## config.mk

```make
export PLATFORM = sky130hd
export DESIGN_NAME = fault_classifier_mc
export DESIGN_NICKNAME = d
export VERILOG_FILES = /design/src/rtl/fault_pkg.sv /design/src/rtl/phase_peak_tracker.sv /design/src/rtl/fault_classifier_mc.sv
export SDC_FILE = /design/constraint.sdc
export NUM_CORES = 1
export LEC_CHECK = 0
export CAP_MARGIN = 20
export CORE_MARGIN = 4
export CORE_UTILIZATION = 50
export CTS_BUF_LIST = sky130_fd_sc_hd__clkbuf_8 sky130_fd_sc_hd__clkbuf_16
export DETAILED_ROUTE_END_ITERATION = 6
export DONT_BUFFER_PORTS = 1
export PLACE_DENSITY = 0.74
export SLEW_MARGIN = 20
export SYNTH_ARGS = -nofsm -noshare
export SYNTH_HDL_FRONTEND = slang
export SYNTH_SLANG_ARGS = --single-unit
export TNS_END_PERCENT = 20
```

## constraint.sdc

```tcl
create_clock -name clk -period 6.6 [get_ports clk]
set_clock_uncertainty 0.05 [all_clocks]
set_input_delay 0.33 -clock clk [delete_from_list [all_inputs] [get_ports clk]]
set_output_delay 0.33 -clock clk [all_outputs]
set_load 0.03 [all_outputs]
```

## src/rtl/fault_pkg.sv

```systemverilog
// Shared definitions for the multi-phase fault classifier: fault codes,
// persistence FSM states and the mask-to-code helper.
package fault_pkg;

    typedef logic [2:0] fault_code_t;

    localparam fault_code_t FC_NORMAL = 3'd0;
    localparam fault_code_t FC_SLG    = 3'd1;
    localparam fault_code_t FC_LL     = 3'd2;
    localparam fault_code_t FC_LLL    = 3'd3;

    typedef enum logic [1:0] {
        ST_NORMAL  = 2'd0,
        ST_PENDING = 2'd1,
        ST_TRIPPED = 2'd2
    } state_t;

    // Window code is the number of faulty phases, saturated to the 3-bit code.
    function automatic fault_code_t mask_to_code(input logic [7:0] m);
        int n;
        n = 0;
        for (int b = 0; b < 8; b++) n += int'(m[b]);
        if (n > 7) return 3'd7;
        return fault_code_t'(n);
    endfunction

endpackage

```

## src/rtl/phase_peak_tracker.sv

```systemverilog
// Per-phase peak tracker: saturating |v|/|i|, running peaks over a window,
// clear at window end, and strict threshold compare on the final peaks.
// With PEAK_OUT_EN defined, the final peaks are also exported.
module phase_peak_tracker
    import fault_pkg::*;
#(
    parameter int DW   = 16,
    parameter int V_TH = 4853,
    parameter int I_TH = 31396
) (
    input  logic          clk,
    input  logic          rst,
    input  logic          s_valid,
    input  logic          win_end,
    input  logic [DW-1:0] v_in,
    input  logic [DW-1:0] i_in,
    output logic          flag
`ifdef PEAK_OUT_EN
    ,
    output logic [DW-2:0] v_pk,
    output logic [DW-2:0] i_pk
`endif
);

    localparam logic [DW-2:0] V_TH_W = (DW-1)'(V_TH);
    localparam logic [DW-2:0] I_TH_W = (DW-1)'(I_TH);

    logic [DW-2:0] vpk_q, vpk_d, ipk_q, ipk_d;
    logic [DW-1:0] v_mag, i_mag;
    logic [DW-2:0] v_abs, i_abs, v_max, i_max;

    // Two's-complement magnitude; only the most negative code sets the MSB,
    // and that one saturates to the largest positive magnitude.
    always_comb begin
        v_mag = v_in[DW-1] ? (~v_in + 1'b1) : v_in;
        i_mag = i_in[DW-1] ? (~i_in + 1'b1) : i_in;
        v_abs = v_mag[DW-1] ? '1 : v_mag[DW-2:0];
        i_abs = i_mag[DW-1] ? '1 : i_mag[DW-2:0];
        v_max = (v_abs > vpk_q) ? v_abs : vpk_q;
        i_max = (i_abs > ipk_q) ? i_abs : ipk_q;
        flag  = (v_max > V_TH_W) && (i_max > I_TH_W);
        vpk_d = vpk_q;
        ipk_d = ipk_q;
        if (s_valid) begin
            vpk_d = win_end ? '0 : v_max;
            ipk_d = win_end ? '0 : i_max;
        end
    end

`ifdef PEAK_OUT_EN
    assign v_pk = v_max;
    assign i_pk = i_max;
`endif

    // Peak registers; idle cycles hold them.
    always_ff @(posedge clk) begin
        if (rst) begin
            vpk_q <= '0;
            ipk_q <= '0;
        end else begin
            vpk_q <= vpk_d;
            ipk_q <= ipk_d;
        end
    end

endmodule

```

## src/rtl/fault_classifier_mc.sv

```systemverilog
// Multi-phase windowed fault classifier. Per-phase peak trackers feed a
// window-end mask; a persistence FSM confirms CONFIRM consecutive faulty
// windows before latching the fault code until fault_clr.
// Optional macro PEAK_OUT_EN adds v_peak/i_peak window peak outputs.
module fault_classifier_mc
    import fault_pkg::*;
#(
    parameter int NUM_PH  = 3,
    parameter int DW      = 16,
    parameter int WINDOW  = 64,
    parameter int V_TH    = 4853,
    parameter int I_TH    = 31396,
    parameter int CONFIRM = 3
) (
    input  logic                 clk,
    input  logic                 rst,
    input  logic                 s_valid,
    input  logic [NUM_PH*DW-1:0] v_in,
    input  logic [NUM_PH*DW-1:0] i_in,
    input  logic                 fault_clr,
    output logic                 res_valid,
    output logic [NUM_PH-1:0]    phase_mask,
    output logic [2:0]           fault_type,
    output logic                 fault_latched
`ifdef PEAK_OUT_EN
    ,
    output logic [NUM_PH*DW-1:0] v_peak,
    output logic [NUM_PH*DW-1:0] i_peak
`endif
);

    localparam int WW = $clog2(WINDOW);
    localparam int CW = $clog2(CONFIRM + 1);

    logic [WW-1:0]     wcnt_q, wcnt_d;
    logic              win_end;
    logic [NUM_PH-1:0] flags;
    logic [NUM_PH-1:0] mask_q, mask_d;
    logic              rv_q, rv_d;
    state_t            state_q, state_d;
    logic [CW-1:0]     pcnt_q, pcnt_d;
    fault_code_t       ftype_q, ftype_d;
    fault_code_t       win_code;

    assign win_end  = s_valid && (wcnt_q == WW'(WINDOW - 1));
    assign win_code = mask_to_code(8'(flags));

`ifdef PEAK_OUT_EN
    logic [NUM_PH-1:0][DW-2:0] vpk_fin, ipk_fin;
    logic [NUM_PH*DW-1:0]      vpo_q, vpo_d, ipo_q, ipo_d;
`endif

    for (genvar g = 0; g < NUM_PH; g++) begin : g_ph
        phase_peak_tracker #(
            .DW   (DW),
            .V_TH (V_TH),
            .I_TH (I_TH)
        ) u_trk (
            .clk     (clk),
            .rst     (rst),
            .s_valid (s_valid),
            .win_end (win_end),
            .v_in    (v_in[g*DW +: DW]),
            .i_in    (i_in[g*DW +: DW]),
            .flag    (flags[g])
`ifdef PEAK_OUT_EN
            ,
            .v_pk    (vpk_fin[g]),
            .i_pk    (ipk_fin[g])
`endif
        );
    end

    // Window counter, result mask and result strobe.
    always_comb begin
        wcnt_d = wcnt_q;
        if (s_valid) wcnt_d = win_end ? '0 : wcnt_q + 1'b1;
        mask_d = win_end ? flags : mask_q;
        rv_d   = win_end;
`ifdef PEAK_OUT_EN
        vpo_d = vpo_q;
        ipo_d = ipo_q;
        if (win_end) begin
            for (int p = 0; p < NUM_PH; p++) begin
                vpo_d[p*DW +: DW] = {1'b0, vpk_fin[p]};
                ipo_d[p*DW +: DW] = {1'b0, ipk_fin[p]};
            end
        end
`endif
    end

    // Persistence FSM: a clear lands first, then the window is judged from
    // the post-clear state.
    always_comb begin
        state_d = state_q;
        pcnt_d  = pcnt_q;
        ftype_d = ftype_q;
        if (fault_clr && state_q != ST_NORMAL) begin
            state_d = ST_NORMAL;
            pcnt_d  = '0;
            ftype_d = FC_NORMAL;
        end
        if (win_end) begin
            case (state_d)
                ST_NORMAL: begin
                    if (|flags) begin
                        if (CONFIRM == 1) begin
                            state_d = ST_TRIPPED;
                            ftype_d = win_code;
                        end else begin
                            state_d = ST_PENDING;
                            pcnt_d  = CW'(1);
                        end
                    end
                end
                ST_PENDING: begin
                    if (|flags) begin
                        pcnt_d = pcnt_q + CW'(1);
                        if (pcnt_d == CW'(CONFIRM)) begin
                            state_d = ST_TRIPPED;
                            ftype_d = win_code;
                        end
                    end else begin
                        state_d = ST_NORMAL;
                        pcnt_d  = '0;
                    end
                end
                default: ;
            endcase
        end
    end

    // State registers; reset overrides everything.
    always_ff @(posedge clk) begin
        if (rst) begin
            wcnt_q  <= '0;
            mask_q  <= '0;
            rv_q    <= 1'b0;
            state_q <= ST_NORMAL;
            pcnt_q  <= '0;
            ftype_q <= FC_NORMAL;
`ifdef PEAK_OUT_EN
            vpo_q   <= '0;
            ipo_q   <= '0;
`endif
        end else begin
            wcnt_q  <= wcnt_d;
            mask_q  <= mask_d;
            rv_q    <= rv_d;
            state_q <= state_d;
            pcnt_q  <= pcnt_d;
            ftype_q <= ftype_d;
`ifdef PEAK_OUT_EN
            vpo_q   <= vpo_d;
            ipo_q   <= ipo_d;
`endif
        end
    end

    assign res_valid     = rv_q;
    assign phase_mask    = mask_q;
    assign fault_type    = ftype_q;
    assign fault_latched = (state_q == ST_TRIPPED);
`ifdef PEAK_OUT_EN
    assign v_peak = vpo_q;
    assign i_peak = ipo_q;
`endif

endmodule

```

### After elaboration in Yosys (flattened, before gate mapping)

Index checks and enable logic that the tools add are counted.

| word-level totals | value |
|---|---|
| register bits after elaboration | 107 |
| output and inout bits | 8 |
| logic and storage cells | 97 |
| bits of input ports | 100 |

| cells by class | value |
|---|---|
| add/sub/neg operators | 10 |
| multiplexer cells | 44 |
| magnitude comparators | 13 |
| reductions and logical operators | 8 |
| bitwise operators | 6 |
| equal/unequal tests | 4 |

Operator list:

| operator | number |
|---|---|
| 15-bit 2-to-1 mux | 18 |
| 16-bit by 1-bit adder with 16-bit output, second input constant | 6 |
| 16-bit 2-to-1 mux | 6 |
| 16-bit inverter | 6 |
| 15-bit > comparator | 6 |
| 15-bit by 13-bit > comparator with 1-bit output, second input constant | 3 |
| 15-bit > comparator, second input constant | 3 |
| 3-bit 2-to-1 mux | 7 |
| 2-bit 2-to-1 mux | 9 |
| 2-bit case mux with 2 select lines | 2 |
| 6-bit by 1-bit adder with 6-bit output, second input constant | 1 |
| 6-bit == test, second input constant | 1 |
| 6-bit 2-to-1 mux | 1 |
| 1-bit logical AND | 5 |
| 2-bit == test, second input constant | 2 |
| 2-bit by 1-bit adder with 3-bit output | 1 |
| 3-bit > comparator, second input constant | 1 |
| 3-bit OR reduction | 1 |
| 1-bit by 1-bit adder with 2-bit output | 1 |
| 2-bit by 1-bit adder with 2-bit output, second input constant | 1 |
| 2-bit by 1-bit == test with 1-bit output, second input constant | 1 |
| 2-bit zero test | 1 |
| 2-bit nonzero test | 1 |
| 1-bit 2-to-1 mux | 1 |

### Depth between registers and ports, before layout

| logic depth | value |
|---|---|
| depth in word-level cells | 17 |
| depth in mapped cells | 20 |
| gate-level depth less buffers | 19 |

### By module

Synthesis repeated with hierarchy kept, for this count alone.

| unflattened totals | value |
|---|---|
| cells, all modules | 1393 |
| area, all modules | 10284.9 µm² |

By module, submodules not included:

| module | cells each | area an instance (µm²) | instances | sequential area each (µm²) |
|---|---|---|---|---|
| phase_peak_tracker at g_ph[0].u_trk ... | 438 | 3150.5 | 2 | 600.6 |
| phase_peak_tracker at g_ph[1].u_trk | 422 | 3104.2 | 1 | 600.6 |
| fault_classifier_mc | 95 | 879.6 | 1 | 340.3 |

### Worst setup path after synthesis

No wires, ideal clock.

| path | value |
|---|---|
| kind | input to register |
| start | input v_in[0] |
| end | register ftype_q[0] (netlist: fault_type[0]) |
| data required time | 6.478 ns |
| arrival | 4.099 ns |
| setup slack | 2.380 ns |
| cell stages on the path | 18 |
| path buffers | 1 |
| setup time | 0.072 ns |
| cells stage by stage | buf_2 -> inv_1 -> ha_1 -> or3b_2 -> and3_1 -> o22ai_1 -> ha_1 -> a211oi_1 -> nor2_1 -> o31ai_1 -> a21oi_1 -> or4b_2 -> o2111ai_1 -> a211o_1 -> inv_1 -> fa_1 -> nand2b_1 -> mux2i_1 |

| between the ends | value |
|---|---|
| longest elaborated chain between the ends | 17 |
| elaborated cells on any way between the ends | 18 |
| those cells by class | add/sub: 3; order compare: 3; mux: 9; bitwise: 1; reduce/logical: 2 |

RTL lines:

| element | RTL line | source |
|---|---|---|
| from (decl) | fault_classifier_mc.sv:18 | `input logic [NUM_PH*DW-1:0] v_in,` |
| 16-bit inverter | phase_peak_tracker.sv:35 | `v_mag = v_in[DW-1] ? (~v_in + 1'b1) : v_in;` |
| 16-bit by 1-bit adder with 16-bit output | phase_peak_tracker.sv:35 |  |
| 16-bit 2-to-1 mux * | phase_peak_tracker.sv:35 |  |
| 15-bit 2-to-1 mux * | phase_peak_tracker.sv:37 | `v_abs = v_mag[DW-1] ? '1 : v_mag[DW-2:0];` |
| 15-bit > comparator | phase_peak_tracker.sv:39 | `v_max = (v_abs > vpk_q) ? v_abs : vpk_q;` |
| 15-bit 2-to-1 mux * | phase_peak_tracker.sv:39 |  |
| 15-bit by 13-bit > comparator with 1-bit output * | phase_peak_tracker.sv:41 | `flag = (v_max > V_TH_W) && (i_max > I_TH_W);` |
| 1-bit logical AND * | phase_peak_tracker.sv:41 |  |
| net g_ph[0].u_trk.flag | phase_peak_tracker.sv:17 | `output logic flag` |
| (+1 left out) | - |  |
| 2-bit by 1-bit adder with 3-bit output | fault_pkg.sv:22 | `for (int b = 0; b < 8; b++) n += int'(m[b]);` |
| 3-bit > comparator | fault_pkg.sv:23 | `if (n > 7) return 3'd7;` |
| 1-bit 2-to-1 mux | fault_pkg.sv:23 |  |
| 3-bit 2-to-1 mux | fault_pkg.sv:24 | `return fault_code_t'(n);` |
| 3-bit 2-to-1 mux | fault_classifier_mc.sv:119 | `if (pcnt_d == CW'(CONFIRM)) begin` |
| 3-bit 2-to-1 mux * | fault_classifier_mc.sv:117 | `if (\|flags) begin` |
| 3-bit 2-to-1 mux * | fault_classifier_mc.sv:104 | `case (state_d)` |
| 3-bit 2-to-1 mux * | fault_classifier_mc.sv:103 | `if (win_end) begin` |
| to (signal assigned) | fault_classifier_mc.sv:152 | `ftype_q <= ftype_d;` |
| to (decl) | fault_classifier_mc.sv:42 | `fault_code_t ftype_q, ftype_d;` |

The timed path passes the listed nets; every way through them passes the cells marked *.
A chain may end at the register's enable or synchronous reset.

### Final worst setup path

| path | value |
|---|---|
| start | input v_in[8] |
| end | register ftype_q[0] (netlist: fault_type[0]) |

Same word-level chain as after synthesis.

==> reports/metrics.cfg <==
[status]
status=completed

[setup_path]
worstPathRequired_ns=6.80
r2r_setup_slack_ns=3.16
critPathKind=primary input to flop
path_max_fanout=9
endpoint=fault_type[0]$_SDFF_PP0_
cp-startpoint=v_in[8]
critPathCaptureType=flop
rr_worst_depth=13
start_kind=primary input
regToRegEndpoint=fault_type[0]$_SDFF_PP0_
reg2reg_from=g_ph[0].u_trk.ipk_q[4]$_SDFFE_PP0P_
cp.arrival_ns=4.76

[yosys]
async_flop_share=0
ys.flop_type=dfxtp_1
ys_warn_count=0
synth-simple-area-share=0.2760
synth_nets=1608
synth_edf_count=0
ys_ff_latch=107
synth_area_per_cell_um2=7.359
syn-cell-area_um2=10370
synth_cells=1409
synth_fa_ha_area_frac=0.1202
synthMuxAreaShare=0.01846
ys_types=89
synth_compound_area_frac=0.2686
synth_xor_area_frac=0.03886
yosysSeqAreaShare=0.2066
synth_top_family_by_area=simple AND/OR/NAND/NOR gates

[placed_design]
placed_cell_area_um2=10460
place_ws_ns=1.861
gp_congestion=0.9224
numPortBuffers=0
dp_cells=1614
place_hpwl_um=20520

[clock_network]
clkTransAtPathRegs_ns=0.07
cts_sinks=107
h-tree-depth=3
clockBufferDepth=2
cts_tree=built
clk_latency_ns=0.36
clockRootBuffer=clkbuf_16
cts_inserted_buffers=9
cts-resized-gates=0

[power]
intPower_uw=1212
seq_power_share=0.396
p_leak_uw=0.004126
p_sw_uw=656.0
ir_drop_v=0.0001183
clockPowerShare=0.271
pwr_density_cell_nw_per_um2=172.9
switching_share=0.3511
power_frac_comb=0.333

[route]
ant_nets=0
wl_per_cell_um=16.83
drt-initial-drc-count=1026
vias=10280
viasPerCell=6.293
totalWireLength_um=27480
drc_errors=0
firstDrtPassIters=5

[global_routing]
grt_pass1_wl_um=45550
grt_max_degree=55
groute.usage.overall=0.2251
grt_pass1_vias=9401
grt.overflow.total=0
antenna_found_initial=0

[floorplanning]
die_w_um=152.0
core.rowCount=52
die_y_um=152.0
start_util=0.5108
core-area_um2=20300
dieArea_um2=23110
io_pins=108

[finish]
final_common_cell=nor2_1
final_cell_mix=nor2_1 (180), inv_1 (129), dfxtp_1 (107)
layoutNonFillerInstCount=1633
fin_area_um2=10810
drive_above_1_share=0.04475
nets=1558
multiInputGateArea_um2=7502
area_growth_pct=4.223
layout.area.seq_um2=2142
fillers=2012
n_antenna_cell=0

[timing]
fmax_ghz=0.2193
finalMaxSlewViolations=0
tightest_slew_ns=1.078
finalWorstSetupSlack_ns=2.040
setup_viol=0
min_period_ns=4.560
rsz0062_at_grt=no
period_share=0.6909
final_hold_viol_count=0
slew_headroom=0.2767
finalSetupTns_ns=0

[worst_hold_path]
min_path_type=primary input to flop
min_from=rst

[flow_run]
maxCapViolCount=0

==> worst min-delay path by stage <==
| stage | to | cells after the start |
|---|---|---|
| 2_1_floorplan | g_ph[1].u_trk.vpk_q[0]$_SDFFE_PP0P_ | 2 |
| 3_3_place_gp | g_ph[0].u_trk.ipk_q[0]$_SDFFE_PP0P_ | 1 |
| 3_5_place_dp | g_ph[0].u_trk.ipk_q[0]$_SDFFE_PP0P_ | 1 |
| 4_1_cts | res_valid$_SDFF_PP0_ | 1 |
| 5_1_grt | res_valid$_SDFF_PP0_ | 1 |
| 6_report | res_valid$_SDFF_PP0_ | 1 |
==> sequential cells by signal (all words and copies together), names as in the netlist <==
name,count
g_ph.u_trk.ipk_q,45
g_ph.u_trk.vpk_q,45
wcnt_q,6
fault_type,3
phase_mask,3
pcnt_q,2
state_q,2
res_valid,1
==> synthesized netlist by cell type (26+ instances only) <==
library cell / n / share of area
nor2_1: 180 / 0.065
inv_1: 128 / 0.046
dfxtp_1: 107 / 0.21
ha_1: 98 / 0.12
a22oi_1: 88 / 0.064
nand2_1: 85 / 0.031
a21oi_1: 78 / 0.038
clkbuf_1: 59 / 0.021
o21ai_0: 58 / 0.028
nand4_1: 40 / 0.024
nand3_1: 36 / 0.017
nor3_1: 35 / 0.017
nor4_1: 26 / 0.016
==> routing by layer <==
layer / routed length (um) / up-vias / share of wire / GRT usage
met5: 0 / - / 0 / 0
met4: 366 / 0 / 0.013 / 0.05009
met3: 1416 / 21 / 0.052 / 0.03555
met2: 12730 / 273 / 0.46 / 0.3669
met1: 12970 / 4863 / 0.47 / 0.3150
li1: - / 5120 / - / -
==> through the flow <==
step,power (uW),hold WS (ns),util
6_report,1868,0.04851,0.5324
5_1_grt,1995,0.03845,0.5324
4_1_cts,1873,0.03643,0.5316
3_5_place_dp,1347,0.3657,0.5152
3_3_place_gp,1332,0.3649,0.5152
2_1_floorplan,1247,0.3856,-
==> cell families after synthesis <==
kind of cell,count (synthesis)
and+or+nand+nor,548
adders and majority gates,99
buffers and inverters,195
DFF,107
xor gates and xnor gates,46
muxes,19
AOI/OAI and AO/OA,395
==> layout make-up <==
type,instances,share of cell area
well taps,270,0.03126
inverters,129,0.04481
repair buffers,5,0.006947
clock buffers,9,0.02084
multi-input cells,1107,0.6942
clock inverters,6,0.003705
flip-flops and latches,107,0.1982
==> power groups by stage <==
| stage | registers [uW] | logic (uW) | clock network [uW] |
|---|---|---|---|
| after global placement | 753 | 579 | 0 |
| final | 741 | 622 | 506 |
| after detailed placement | 753 | 594 | 0 |
| after CTS | 739 | 614 | 520 |
| after floorplan | 741 | 506 | 0 |
| after global routing | 747 | 705 | 543 |
==> worst max-delay path, stage by stage <==
cell,delay [ns]
or3_1,0.47
nor4_2,0.52
a31oi_1,0.14
o21ai_0,0.37
inv_1,0.12
ha_1,0.32
nand4_1,0.15
nor2_1,0.14
o31ai_1,0.08
a21oi_1,0.54
nand4_1,0.28
a211o_1,0.36
a211o_1,0.29
inv_1,0.12
fa_1,0.40
nand2b_1,0.08
mux2i_1,0.06
==> timing repair <==
action / CTS / global route
endpoints found under the hold margin: 54 / 0
setup buffers: 0 / 0
hold buffers: 4 / 0
Note: power is estimated with default switching activity, not from simulation.
